`config.mk`:
```
export PLATFORM = sky130hd
export DESIGN_NAME = bcd_display_scanner
export DESIGN_NICKNAME = d
export VERILOG_FILES = /design/src/rtl/bcd_display_scanner.sv
export SDC_FILE = /design/constraint.sdc
export NUM_CORES = 1
export LEC_CHECK = 0
export ABC_CLOCK_PERIOD_IN_PS = 5100
export CAP_MARGIN = 25
export CELL_PAD_IN_SITES_DETAIL_PLACEMENT = 0
export CELL_PAD_IN_SITES_GLOBAL_PLACEMENT = 1
export CORE_MARGIN = 1
export CORE_UTILIZATION = 40
export CTS_CLUSTER_SIZE = 10
export DETAILED_ROUTE_END_ITERATION = 10
export PLACE_DENSITY = 0.84
export SYNTH_ARGS = -nofsm -noshare
export SYNTH_HDL_FRONTEND = slang
export SYNTH_SLANG_ARGS = --single-unit
```
`constraint.sdc`:
```
create_clock -name Clk -period 5.1 [get_ports Clk]
set_input_delay 1.02 -clock Clk [delete_from_list [all_inputs] [get_ports Clk]]
set_output_delay 1.02 -clock Clk [all_outputs]
set_load 0.01 [all_outputs]
```
`src/rtl/bcd_display_scanner.sv`:
```
`default_nettype none
// ============================================================================
//  Module   : bcd_display_scanner
//  Purpose  : Captures a nine-digit BCD value on a load strobe and
//             time-multiplexes it onto a 9-digit 7-segment display, with
//             optional leading-zero blanking and invalid-digit detection.
//
//  Ports    :
//    Clk        in   1   system clock, rising edge
//    Reset_n    in   1   asynchronous active-low reset
//    load       in   1   capture strobe for BCD0..BCD8 and blank_lz
//    blank_lz   in   1   leading-zero blanking enable (sampled with load)
//    BCD0..BCD8 in   4   digit values, BCD0 = ones
//    seg        out  7   {g,f,e,d,c,b,a}, polarity per SEG_ACTIVE_LOW
//    an         out  9   one-hot digit enable, polarity per AN_ACTIVE_LOW
//    digit_sel  out  4   index of the digit currently driven (0..8)
//    err        out  1   captured set contains a digit > 9
//
//  Revision : 1.0 - initial release
// ============================================================================
module bcd_display_scanner #(
    parameter int PRESCALE       = 50000,  // clocks per digit slot, >= 2
    parameter bit SEG_ACTIVE_LOW = 1'b1,
    parameter bit AN_ACTIVE_LOW  = 1'b1
) (
    input  logic       Clk,
    input  logic       Reset_n,
    input  logic       load,
    input  logic       blank_lz,
    input  logic [3:0] BCD0,
    input  logic [3:0] BCD1,
    input  logic [3:0] BCD2,
    input  logic [3:0] BCD3,
    input  logic [3:0] BCD4,
    input  logic [3:0] BCD5,
    input  logic [3:0] BCD6,
    input  logic [3:0] BCD7,
    input  logic [3:0] BCD8,
    output logic [6:0] seg,
    output logic [8:0] an,
    output logic [3:0] digit_sel,
    output logic       err
);

    // ------------------------------------------------------------------------
    // Constants
    // ------------------------------------------------------------------------
    localparam int         c_PRESC_W = $clog2(PRESCALE);
    localparam logic [3:0] c_LAST    = 4'd8;
    // "Dark" levels in the configured output polarity.
    localparam logic [6:0] c_SEG_OFF = SEG_ACTIVE_LOW ? 7'h7F : 7'h00;
    localparam logic [8:0] c_AN_OFF  = AN_ACTIVE_LOW  ? 9'h1FF : 9'h000;

    // ------------------------------------------------------------------------
    // Active-high segment decode; codes A..F show a centre dash.
    // ------------------------------------------------------------------------
    function automatic logic [6:0] f_seg7(input logic [3:0] i_d);
        logic [6:0] v_s;
        case (i_d)
            4'd0:    v_s = 7'h3F;
            4'd1:    v_s = 7'h06;
            4'd2:    v_s = 7'h5B;
            4'd3:    v_s = 7'h4F;
            4'd4:    v_s = 7'h66;
            4'd5:    v_s = 7'h6D;
            4'd6:    v_s = 7'h7D;
            4'd7:    v_s = 7'h07;
            4'd8:    v_s = 7'h7F;
            4'd9:    v_s = 7'h6F;
            default: v_s = 7'h40;
        endcase
        return v_s;
    endfunction

    // ------------------------------------------------------------------------
    // Input bundling
    // ------------------------------------------------------------------------
    logic [8:0][3:0] w_bcd;
    assign w_bcd = {BCD8, BCD7, BCD6, BCD5, BCD4, BCD3, BCD2, BCD1, BCD0};

    // ------------------------------------------------------------------------
    // Capture-side combinational logic
    // ------------------------------------------------------------------------
    logic [8:0] w_load_mask;
    logic       w_load_err;

    // Digit k (k >= 1) is a leading zero when it and every more significant
    // digit are zero. Codes > 9 are nonzero, so they stop the blanking run.
    always_comb begin
        logic v_tail_zero;
        w_load_mask = '0;
        v_tail_zero = 1'b1;
        for (int k = 8; k >= 1; k--) begin
            v_tail_zero    = v_tail_zero & (w_bcd[k] == 4'd0);
            w_load_mask[k] = blank_lz & v_tail_zero;
        end
    end

    always_comb begin
        w_load_err = 1'b0;
        for (int k = 0; k < 9; k++) begin
            w_load_err = w_load_err | (w_bcd[k] > 4'd9);
        end
    end

    // ------------------------------------------------------------------------
    // Shadow registers: digits, blank mask and error flag
    // ------------------------------------------------------------------------
    logic [8:0][3:0] r_digit;
    logic [8:0]      r_blank;
    logic            r_err;

    always_ff @(posedge Clk or negedge Reset_n) begin
        if (!Reset_n) begin
            r_digit <= '0;
            r_blank <= '0;
            r_err   <= 1'b0;
        end else if (load) begin
            r_digit <= w_bcd;
            r_blank <= w_load_mask;
            r_err   <= w_load_err;
        end
    end

    // ------------------------------------------------------------------------
    // Slot prescaler
    // ------------------------------------------------------------------------
    logic [c_PRESC_W-1:0] r_presc;
    logic                 w_tc;

    assign w_tc = (r_presc == c_PRESC_W'(PRESCALE - 1));

    always_ff @(posedge Clk or negedge Reset_n) begin
        if (!Reset_n) begin
            r_presc <= '0;
        end else if (w_tc) begin
            r_presc <= '0;
        end else begin
            r_presc <= r_presc + c_PRESC_W'(1);
        end
    end

    // ------------------------------------------------------------------------
    // Next-slot drive values. These read the shadow registers as they stand
    // before the TC edge, so a load on that same edge only takes effect from
    // the following slot boundary.
    // ------------------------------------------------------------------------
    logic [3:0] r_sel;
    logic [3:0] w_next_sel;
    logic       w_slot_blank;
    logic [6:0] w_seg_ah;
    logic [8:0] w_an_ah;
    logic [6:0] w_seg_next;
    logic [8:0] w_an_next;

    // Reset value 8 makes the first boundary land on digit 0.
    assign w_next_sel   = (r_sel >= c_LAST) ? 4'd0 : (r_sel + 4'd1);
    assign w_slot_blank = r_blank[w_next_sel];

    assign w_seg_ah   = w_slot_blank ? 7'h00 : f_seg7(r_digit[w_next_sel]);
    assign w_an_ah    = w_slot_blank ? 9'h000 : (9'h001 << w_next_sel);
    assign w_seg_next = SEG_ACTIVE_LOW ? ~w_seg_ah : w_seg_ah;
    assign w_an_next  = AN_ACTIVE_LOW  ? ~w_an_ah  : w_an_ah;

    // ------------------------------------------------------------------------
    // Display output registers. Polarity is applied before the flops so the
    // pins come straight from registers and only ever change at TC.
    // ------------------------------------------------------------------------
    logic [6:0] r_seg;
    logic [8:0] r_an;

    always_ff @(posedge Clk or negedge Reset_n) begin
        if (!Reset_n) begin
            r_sel <= c_LAST;
            r_seg <= c_SEG_OFF;
            r_an  <= c_AN_OFF;
        end else if (w_tc) begin
            r_sel <= w_next_sel;
            r_seg <= w_seg_next;
            r_an  <= w_an_next;
        end
    end

    assign seg       = r_seg;
    assign an        = r_an;
    assign digit_sel = r_sel;
    assign err       = r_err;

endmodule
`default_nettype wire

```
Yosys cells after proc, flatten, opt, wreduce, memory -nomap -nowiden --
Memories as Yosys holds them, arrays and structs flattened. Index checks and enable logic that the tools add are counted.
Operators by class: $add $sub $neg 2, $lt $le $gt $ge 11, equality and inequality tests 1, shifts and indexed selects 1, muxes and demuxes 8, bitwise operators 25, reduce and logical (&&, ||, !) cells 8
Operators with widths (count):
- > comparator 4 bit, second input constant | 9
- zero test 4 bit | 8
- adder 16 x 1 -> 16 bit, second input constant | 1
- binary-select mux 4 bit (select 4 bit) | 1
- equality test 16 bit, second input constant | 1
- two-way mux 16 bit | 1
- AND 1 bit | 15
- two-way mux 9 bit | 1
- inverter 9 bit | 1
- << shifter 1 x 4 -> 9 bit, first input constant | 1
- two-way mux 4 bit | 2
- bitwise OR 1 bit | 8
- two-way mux 7 bit | 1
- inverter 7 bit | 1
- less-than comparator 4 x 5 -> 1 bit, second input constant | 1
- adder 4 x 1 -> 4 bit, second input constant | 1
- binary-select mux 1 bit (select 4 bit) | 1
- >= comparator 4 bit, second input constant | 1
- two-way mux 1 bit | 1
Storage, ports and cells: register bits 81, ROM bits 112, input bits 40, output and inout bits 21, word-level logic and storage cells 72, memories kept 1
Memories:
- (name not given) | words 16, bits a word 7, rd ports 1, clocked after memory_dff 0, wr ports 0, RTL line 59 | case (i_d)

Logic depth before layout (Yosys ltp) --
Gate-level depths: netlist (run 1).
word-level depth 9, depth in mapped cells 15, mapped depth without buffers 12

Worst setup path before layout (run 1) --
OpenSTA, ideal clock, no wires.
path type register to register, start register r_sel[0] (netlist: digit_sel[0]), end register r_seg[4] (netlist: seg[4]), library setup time 0.083 ns, arrival time 2.891 ns, data required time 5.017 ns, slack 2.126 ns, stages on the path, launching flop included 15, path buffers 3, period minus slack after synthesis 2.974 ns, cells stage by stage dfrtp_1 -> buf_6 -> inv_1 -> ha_1 -> buf_2 -> buf_2 -> mux2i_1 -> a22o_1 -> o21ai_0 -> a32oi_1 -> ha_1 -> inv_1 -> a21oi_1 -> a211oi_1 -> o32a_1
On the way: word-level cells in the longest chain between the ends 7, elaborated cells on any way between the ends 10, classes of those cells 1 x add/sub; 1 x order compare; 6 x mux; 1 x bitwise; 1 x memory
Ends and longest elaborated chain:
- from (decl) | RTL line 148 | logic [3:0] r_sel;
- from (signal assigned) | RTL line 174 | r_sel <= c_LAST;
- from (signal assigned) | RTL line 178 | r_sel <= w_next_sel;
- adder 4 x 1 -> 4 bit or >= comparator 4 bit (tied branches) | RTL line 157 | assign w_next_sel = (r_sel >= c_LAST) ? 4'd0 : (r_sel + 4'd1);
- two-way mux 4 bit * | RTL line 157
- binary-select mux 4 bit (select 4 bit) | RTL line 160 | assign w_seg_ah = w_slot_blank ? 7'h00 : f_seg7(r_digit[w_next_sel]);
- two-way mux 4 bit (implied by the code) | RTL line 160
- memory read (16 x 7 bit)
- two-way mux 7 bit * | RTL line 160
- inverter 7 bit * | RTL line 162 | assign w_seg_next = SEG_ACTIVE_LOW ? ~w_seg_ah : w_seg_ah;
- to (signal assigned) | RTL line 175 | r_seg <= c_SEG_OFF;
- to (signal assigned) | RTL line 179 | r_seg <= w_seg_next;
- to (decl) | RTL line 169 | logic [6:0] r_seg;
Mark *: on every way between the ends. The rest lies on a longest branch, timed or not. The select of a mux whose other input is x is not followed. A chain may end at the register's enable or synchronous reset.

Worst setup path in the final report (run 1) --
Ends and elaborated chain as after synthesis.

==> results of run 1 <==
cells by family (layout without fill, tap and decap cells):
group	Yosys count	count (layout)	share of synthesized area, %
buffers and inverters	32	94	3.644
multiplexers	48	48	14.45
XOR/XNOR	15	15	3.243
AND/OR/NAND/NOR	119	119	14.89
flip-flops	81	81	50.56
adder cells (fa/ha/maj)	8	8	2.471
AO/OA/AOI/OAI	65	65	10.75
area by class of cell:
| cell class | instances | area (um2) | share of cell area, % |
|---|---|---|---|
| Sequential cell | 81 | 2048 | 41.07 |
| Multi-Input combinational cell | 255 | 1856 | 37.21 |
| Timing Repair Buffer | 64 | 643.1 | 12.90 |
| Tap cell | 133 | 166.4 | 3.337 |
| Clock buffer | 12 | 145.1 | 2.910 |
| Clock inverter | 4 | 76.32 | 1.530 |
| Inverter | 14 | 52.55 | 1.054 |
state kept, by name (all words and copies together), names as in the netlist:
register / flops
digit_sel: 4
an: 9
err: 1
seg: 7
r_digit: 36
r_blank: 8
r_presc: 16
through the flow:
stage          hold WS (ps)  util [%]  area (um2)  instances  setup slack [ps]
3_3_place_gp          438.1     48.48        4738        546              1964
3_5_place_dp          450.4     48.48        4738        546              1861
5_1_grt               453.6     51.02        4987        563              1531
4_1_cts               460.4     50.74        4960        562              1841
2_1_floorplan         425.1         -        4051        368              2126
6_report              458.3     51.02        4987        563              1820
metal layers:
layer  part of all wire [%]  global-route usage [%]  vias to the layer above
li1                       -                       -                     1448
met1                     46                   26.30                     1498
met2                     48                   30.56                       72
met3                    4.7                   5.017                       13
met4                    1.5                   5.055                        0
met5                      0                       0                        -
how the worst max path moves through the flow:
stage	slack [ps]	to	depth (start not counted)	start
3_5_place_dp	1860	r_blank[1]	6	BCD7[1]
2_1_floorplan	2130	seg[4]	14	digit_sel[0]
6_report	1820	seg[4]	11	digit_sel[0]
3_3_place_gp	1960	seg[4]	11	digit_sel[0]
4_1_cts	1840	seg[4]	11	digit_sel[1]
5_1_grt	1530	seg[4]	11	digit_sel[0]
where the power goes:
| group | leakage [nW] | internal [mW] | switching, mW |
|---|---|---|---|
| combinational | 0.965 | 0.0732 | 0.0635 |
| sequential | 0.968 | 0.671 | 0.0184 |
| clock | 0.107 | 0.290 | 0.232 |
| total | 2.04 | 1.03 | 0.314 |
layout by cell type (no fill, tap or decap), types with 4 or more instances in the layout:
cell and count:
clkbuf_8 10, mux2i_1 6, nor4_1 9, o21ai_0 20, xor2_1 9, dfstp_2 17, a21oi_1 14, xnor2_1 6
and3_1 6, dfrtp_1 64, mux2_2 36, inv_1 14, clkdlybuf4s50_1 58, nand2_1 22, nor2_1 36, nor3_1 7
buf_4 4, nand3_1 13, ha_1 8
critical path: cells and delay by family (launching register included):
kind	cells	cell delay [ps]
AO/OA/AOI/OAI	6	1360
adder cells (fa/ha/maj)	2	1050
buffers and inverters	2	170
flip-flops	1	350
AND/OR/NAND/NOR	1	290
==> impl_metrics.env, run 1 <==
export IMPL_drive_above_1_share_pct=18.60
export IMPL_firstDrtPassIters=4
export IMPL_vdd_drop_max_uv=142.4
export IMPL_yosysMostFrequentCell="dfrtp_1"
export IMPL_dp_final_hpwl_um=6592
export IMPL_grt_pass1_wl_um=15300
export IMPL_r2r_worst_path_cells=11
export IMPL_num_vias=3031
export IMPL_clk_pin_slew_ps=80
export IMPL_max_slew_margin_pct=48.00
export IMPL_ctsRootBufferMaster="clkbuf_8"
export IMPL_routed_wl_um=9220
export IMPL_grt_pass1_vias=2995
export IMPL_numCtsBuffers=9
export IMPL_ys_async_sr_fraction_pct=100.0
export IMPL_antennaDiodeCount=0
export IMPL_critPathMaxFanout=21
export IMPL_cts_max_level=3
export IMPL_synth_ff_type="dfrtp_1"
export IMPL_synth_seq_cells=81
export IMPL_syn_to_final_growth_pct=23.10
export IMPL_status="finished, final reports clean"
export IMPL_crit_type="reg -> reg"
export IMPL_cts_setup_buffers=0
export IMPL_min_path_cells=1
export IMPL_powerDensity_nw_per_um2=270.5
export IMPL_finalCritPeriodShare_pct=64.32
export IMPL_power_mw=1.349
export IMPL_core_rowCount=36
export IMPL_fmax_mhz=304.8
export IMPL_routedWlPerCell_um=16.38
export IMPL_hp_class="reg -> reg"
export IMPL_fin_worst_skew_ps=7.894
export IMPL_viasPerCell=5.384
export IMPL_syn_instance_count=368
export IMPL_hold_violations=0
export IMPL_antenna_found_initial=0
export IMPL_required_ps=5380
export IMPL_critical_path_arrival_ps=3570
export IMPL_first_iter_violations=180
export IMPL_insertion_delay_ps=360
export IMPL_synthTopCellsByArea="dfrtp_1, dfstp_2, mux2_2"
export IMPL_dieArea_um2=10540
export IMPL_worst_r2r_startpoint="digit_sel[0]"
export IMPL_syn_area_um2=4051
export IMPL_synth_edf_count=0
export IMPL_leakagePower_nw=2.040
export IMPL_cts_tree="done"
export IMPL_dieWidth_um=102.6
export IMPL_drcViolationCount=0
export IMPL_nFillCells=937
export IMPL_rsz0062_at_grt="false"
export IMPL_synth_warnings=0
export IMPL_fin_crit_ps=3280
export IMPL_start_kind="register"
export IMPL_cp_end_kind="register"
export IMPL_clk_path_buf_depth=2
export IMPL_grt_max_degree=82
export IMPL_critPathMaxStageDelay_ps=830
export IMPL_synth_cell_types=58
export IMPL_nets=473
export IMPL_crit_path_cell_trace="inv_1, ha_1, nand2b_1, o221ai_1, o211ai_1, a32oi_1, ha_1, inv_1, a21oi_1, a211oi_1, o32a_1"
export IMPL_ff2ff_setup_slack_ps=1820
export IMPL_worst_slew_pin_transition_ps=779.9
export IMPL_r2r_end="seg[4]"
export IMPL_hp_start="r_presc[0]"
export IMPL_gp_congestion=0.8808
export IMPL_final_max_slew_viol_count=0
export IMPL_yosysTopAreaCellShare_pct=39.53
export IMPL_track_usage_pct=19.29
export IMPL_cts_sinks=81
export IMPL_tns_ps=0
export IMPL_maxCapViolCount=0
export IMPL_synth_common_cells="dfrtp_1, mux2_2, nor2_1"
export IMPL_synth_nets=416
export IMPL_setup_viol=0
export IMPL_initial_core_util_pct=41.45
export IMPL_cpMaxStageDelayCell="ha_1"
export IMPL_syn_avg_cell_area_um2=11.01
export IMPL_ant_nets=0
export IMPL_core_area_um2=9774
export IMPL_cts_resized=0
export IMPL_hold_buffers=0
export IMPL_port_buffer_count=60
export IMPL_grt_overflow=0
export IMPL_worstHoldEndpoint="r_presc[0]"
export IMPL_pin_count=61
export IMPL_die_h_um=102.6
export IMPL_seq_area_frac_synth_pct=50.56
export IMPL_synth_top_cell_by_area="dfrtp_1"
Note: power is estimated with default switching activity, not from simulation.
==> inputs of run 2 (changes only) <==
==> config.mk (replaced) <==
export PLATFORM = sky130hd
export DESIGN_NAME = bcd_display_scanner
export DESIGN_NICKNAME = d
export VERILOG_FILES = /design/src/rtl/bcd_display_scanner.sv
export SDC_FILE = /design/constraint.sdc
export NUM_CORES = 1
export LEC_CHECK = 0
export ABC_CLOCK_PERIOD_IN_PS = 2870
export CAP_MARGIN = 25
export CELL_PAD_IN_SITES_DETAIL_PLACEMENT = 0
export CELL_PAD_IN_SITES_GLOBAL_PLACEMENT = 1
export CORE_MARGIN = 1
export CORE_UTILIZATION = 39
export CTS_CLUSTER_SIZE = 10
export DETAILED_ROUTE_END_ITERATION = 10
export PLACE_DENSITY = 0.86
export SYNTH_ARGS = -nofsm -noshare
export SYNTH_HDL_FRONTEND = slang
export SYNTH_SLANG_ARGS = --single-unit
==> constraint.sdc (replaced) <==
create_clock -name Clk -period 2.87 [get_ports Clk]
set_input_delay 0.574 -clock Clk [delete_from_list [all_inputs] [get_ports Clk]]
set_output_delay 0.574 -clock Clk [all_outputs]
set_load 0.01 [all_outputs]
==> impl_metrics.env, run 2 (synthesized netlist as in run 1, its figures left out) <==
export IMPL_hold_violations=0
export IMPL_fmax_mhz=376.1
export IMPL_insertion_delay_ps=350
export IMPL_nFillCells=902
export IMPL_initial_core_util_pct=40.88
export IMPL_numCtsBuffers=9
export IMPL_dieArea_um2=10800
export IMPL_track_usage_pct=18.56
export IMPL_status="finished, final reports clean"
export IMPL_tns_ps=0
export IMPL_final_common_cell="dfrtp_1"
export IMPL_fin_worst_skew_ps=11.71
export IMPL_worst_slew_pin_transition_ps=903.4
export IMPL_finalCritPeriodShare_pct=92.64
export IMPL_fin_crit_ps=2659
export IMPL_cts_resized=0
export IMPL_syn_to_final_growth_pct=25.69
export IMPL_maxCapViolCount=0
export IMPL_post_route_util_pct=51.39
export IMPL_drive_above_1_share_pct=21.54
export IMPL_startpoint="digit_sel[0]"
export IMPL_critical_path_arrival_ps=2940
export IMPL_pin_count=61
export IMPL_critPathMaxFanout=18
export IMPL_antennaDiodeCount=0
export IMPL_cts_max_level=3
export IMPL_final_max_slew_viol_count=0
export IMPL_routedWlPerCell_um=16.30
export IMPL_max_slew_margin_pct=39.78
export IMPL_cts_tree="done"
export IMPL_critPathBufInv=1
export IMPL_ctsRootBufferMaster="clkbuf_8"
export IMPL_clk_pin_slew_ps=80
export IMPL_hold_slack_ps=353.0
export IMPL_hp_class="in -> async"
export IMPL_worst_r2r_startpoint="digit_sel[0]"
export IMPL_first_iter_violations=173
export IMPL_setup_viol=0
export IMPL_core_rowCount=36
export IMPL_largest_register="r_digit"
export IMPL_required_ps=3150
export IMPL_crit_path_end="seg[4]"
export IMPL_dieWidth_um=103.9
export IMPL_core_area_um2=9910
export IMPL_grt_pass1_wl_um=16040
export IMPL_leakagePower_nw=2.099
export IMPL_grt_overflow=0
export IMPL_crit_type="reg -> reg"
export IMPL_wl_met1_um=4308
export IMPL_ant_nets=0
export IMPL_critPathMaxStageDelay_ps=600
export IMPL_r2r_end="seg[4]"
export IMPL_place_ws_ps=173.3
export IMPL_viasPerCell=5.340
export IMPL_cts_setup_buffers=0
export IMPL_largest_reg_flops=36
export IMPL_powerDensity_nw_per_um2=486.8
export IMPL_rsz0062_at_grt="false"
export IMPL_antenna_found_initial=0
export IMPL_routed_wl_um=9356
export IMPL_cts_sinks=81
export IMPL_cp_depth=7
export IMPL_final_setup_worst_slack_ps=211.2
export IMPL_hold_buffers=0
export IMPL_start_kind="register"
export IMPL_grt_max_degree=73
export IMPL_critical_path_top_delay_family="compound AO/OA/AOI/OAI gates"
export IMPL_cpMaxStageDelayCell="mux4_1"
export IMPL_wl_met3_um=519
export IMPL_dp_final_hpwl_um=6979
export IMPL_num_vias=3065
export IMPL_clk_path_buf_depth=2
export IMPL_r2r_worst_path_cells=7
export IMPL_cp_end_kind="register"
export IMPL_nets=484
export IMPL_topRoutingLayerUsed="met4"
export IMPL_gp_congestion=0.8362
export IMPL_die_h_um=103.9
export IMPL_wl_met2_um=4353
export IMPL_port_buffer_count=60
export IMPL_grt_pass1_vias=3176
export IMPL_firstDrtPassIters=4
export IMPL_drcViolationCount=0
export IMPL_vdd_drop_max_uv=296.0
export IMPL_ff2ff_setup_slack_ps=210
export IMPL_crit_path_cell_trace="buf_4, mux4_1, and4_1, a31oi_2, and2_1, a211oi_1, o32a_1"
export IMPL_final_cell_mix="dfrtp_1, clkdlybuf4s50_1, nor2_1, mux2_2, nand2_1"
-- run 2: cell count changes in the layout (fill, tap and decap cells not counted), sizes merged --
cell | previous run | this run
clkbuf | 12 | 10
buf | 6 | 17
bufinv | 2 | 3
inv | 14 | 15
-- run 2: power breakdown --
group	internal [mW]	switching (mW)	leakage, nW
combinational	0.134	0.114	1.02
clock	0.583	0.421	0.117
sequential	1.19	0.0346	0.967
-- run 2: final cells by class --
type                    count  area (um2)  share of cell area [%]
inverters                  14       52.55                   1.032
repair buffers             75       705.7                   13.86
well taps                 133       166.4                   3.268
multi-input cells         255        1876                   36.83
clock buffers              10       127.6                   2.506
flip-flops and latches     81        2049                   40.25
clock inverters             6       115.1                   2.260
-- run 2: layer usage --
layer  vias to the layer above  track usage (%)
li1                       1465                -
met1                      1479            25.05
met2                       104            29.38
met3                        17            5.388
met4                         0            4.490
met5                         -                0
-- run 2: worst min-delay path by stage --
stage	startpoint	end	depth (start not counted)	slack [ps]
floorplan	Reset_n	digit_sel[0]	0	280
global placement	r_presc[0]	r_presc[0]	1	440
detailed placement	r_presc[0]	r_presc[0]	1	460
CTS	Reset_n	r_blank[5]	1	390
global route	Reset_n	r_presc[3]	1	420
finish	Reset_n	digit_sel[0]	1	350
-- run 2: through the flow --
stage / total power [mW] / cell area (um2) / std cells
6_report: 2.479 / 5092 / 574
3_5_place_dp: 1.498 / 4837 / 558
5_1_grt: 2.590 / 5092 / 574
4_1_cts: 2.507 / 5080 / 574
3_3_place_gp: 1.490 / 4837 / 558
2_1_floorplan: 1.366 / 4060 / 368
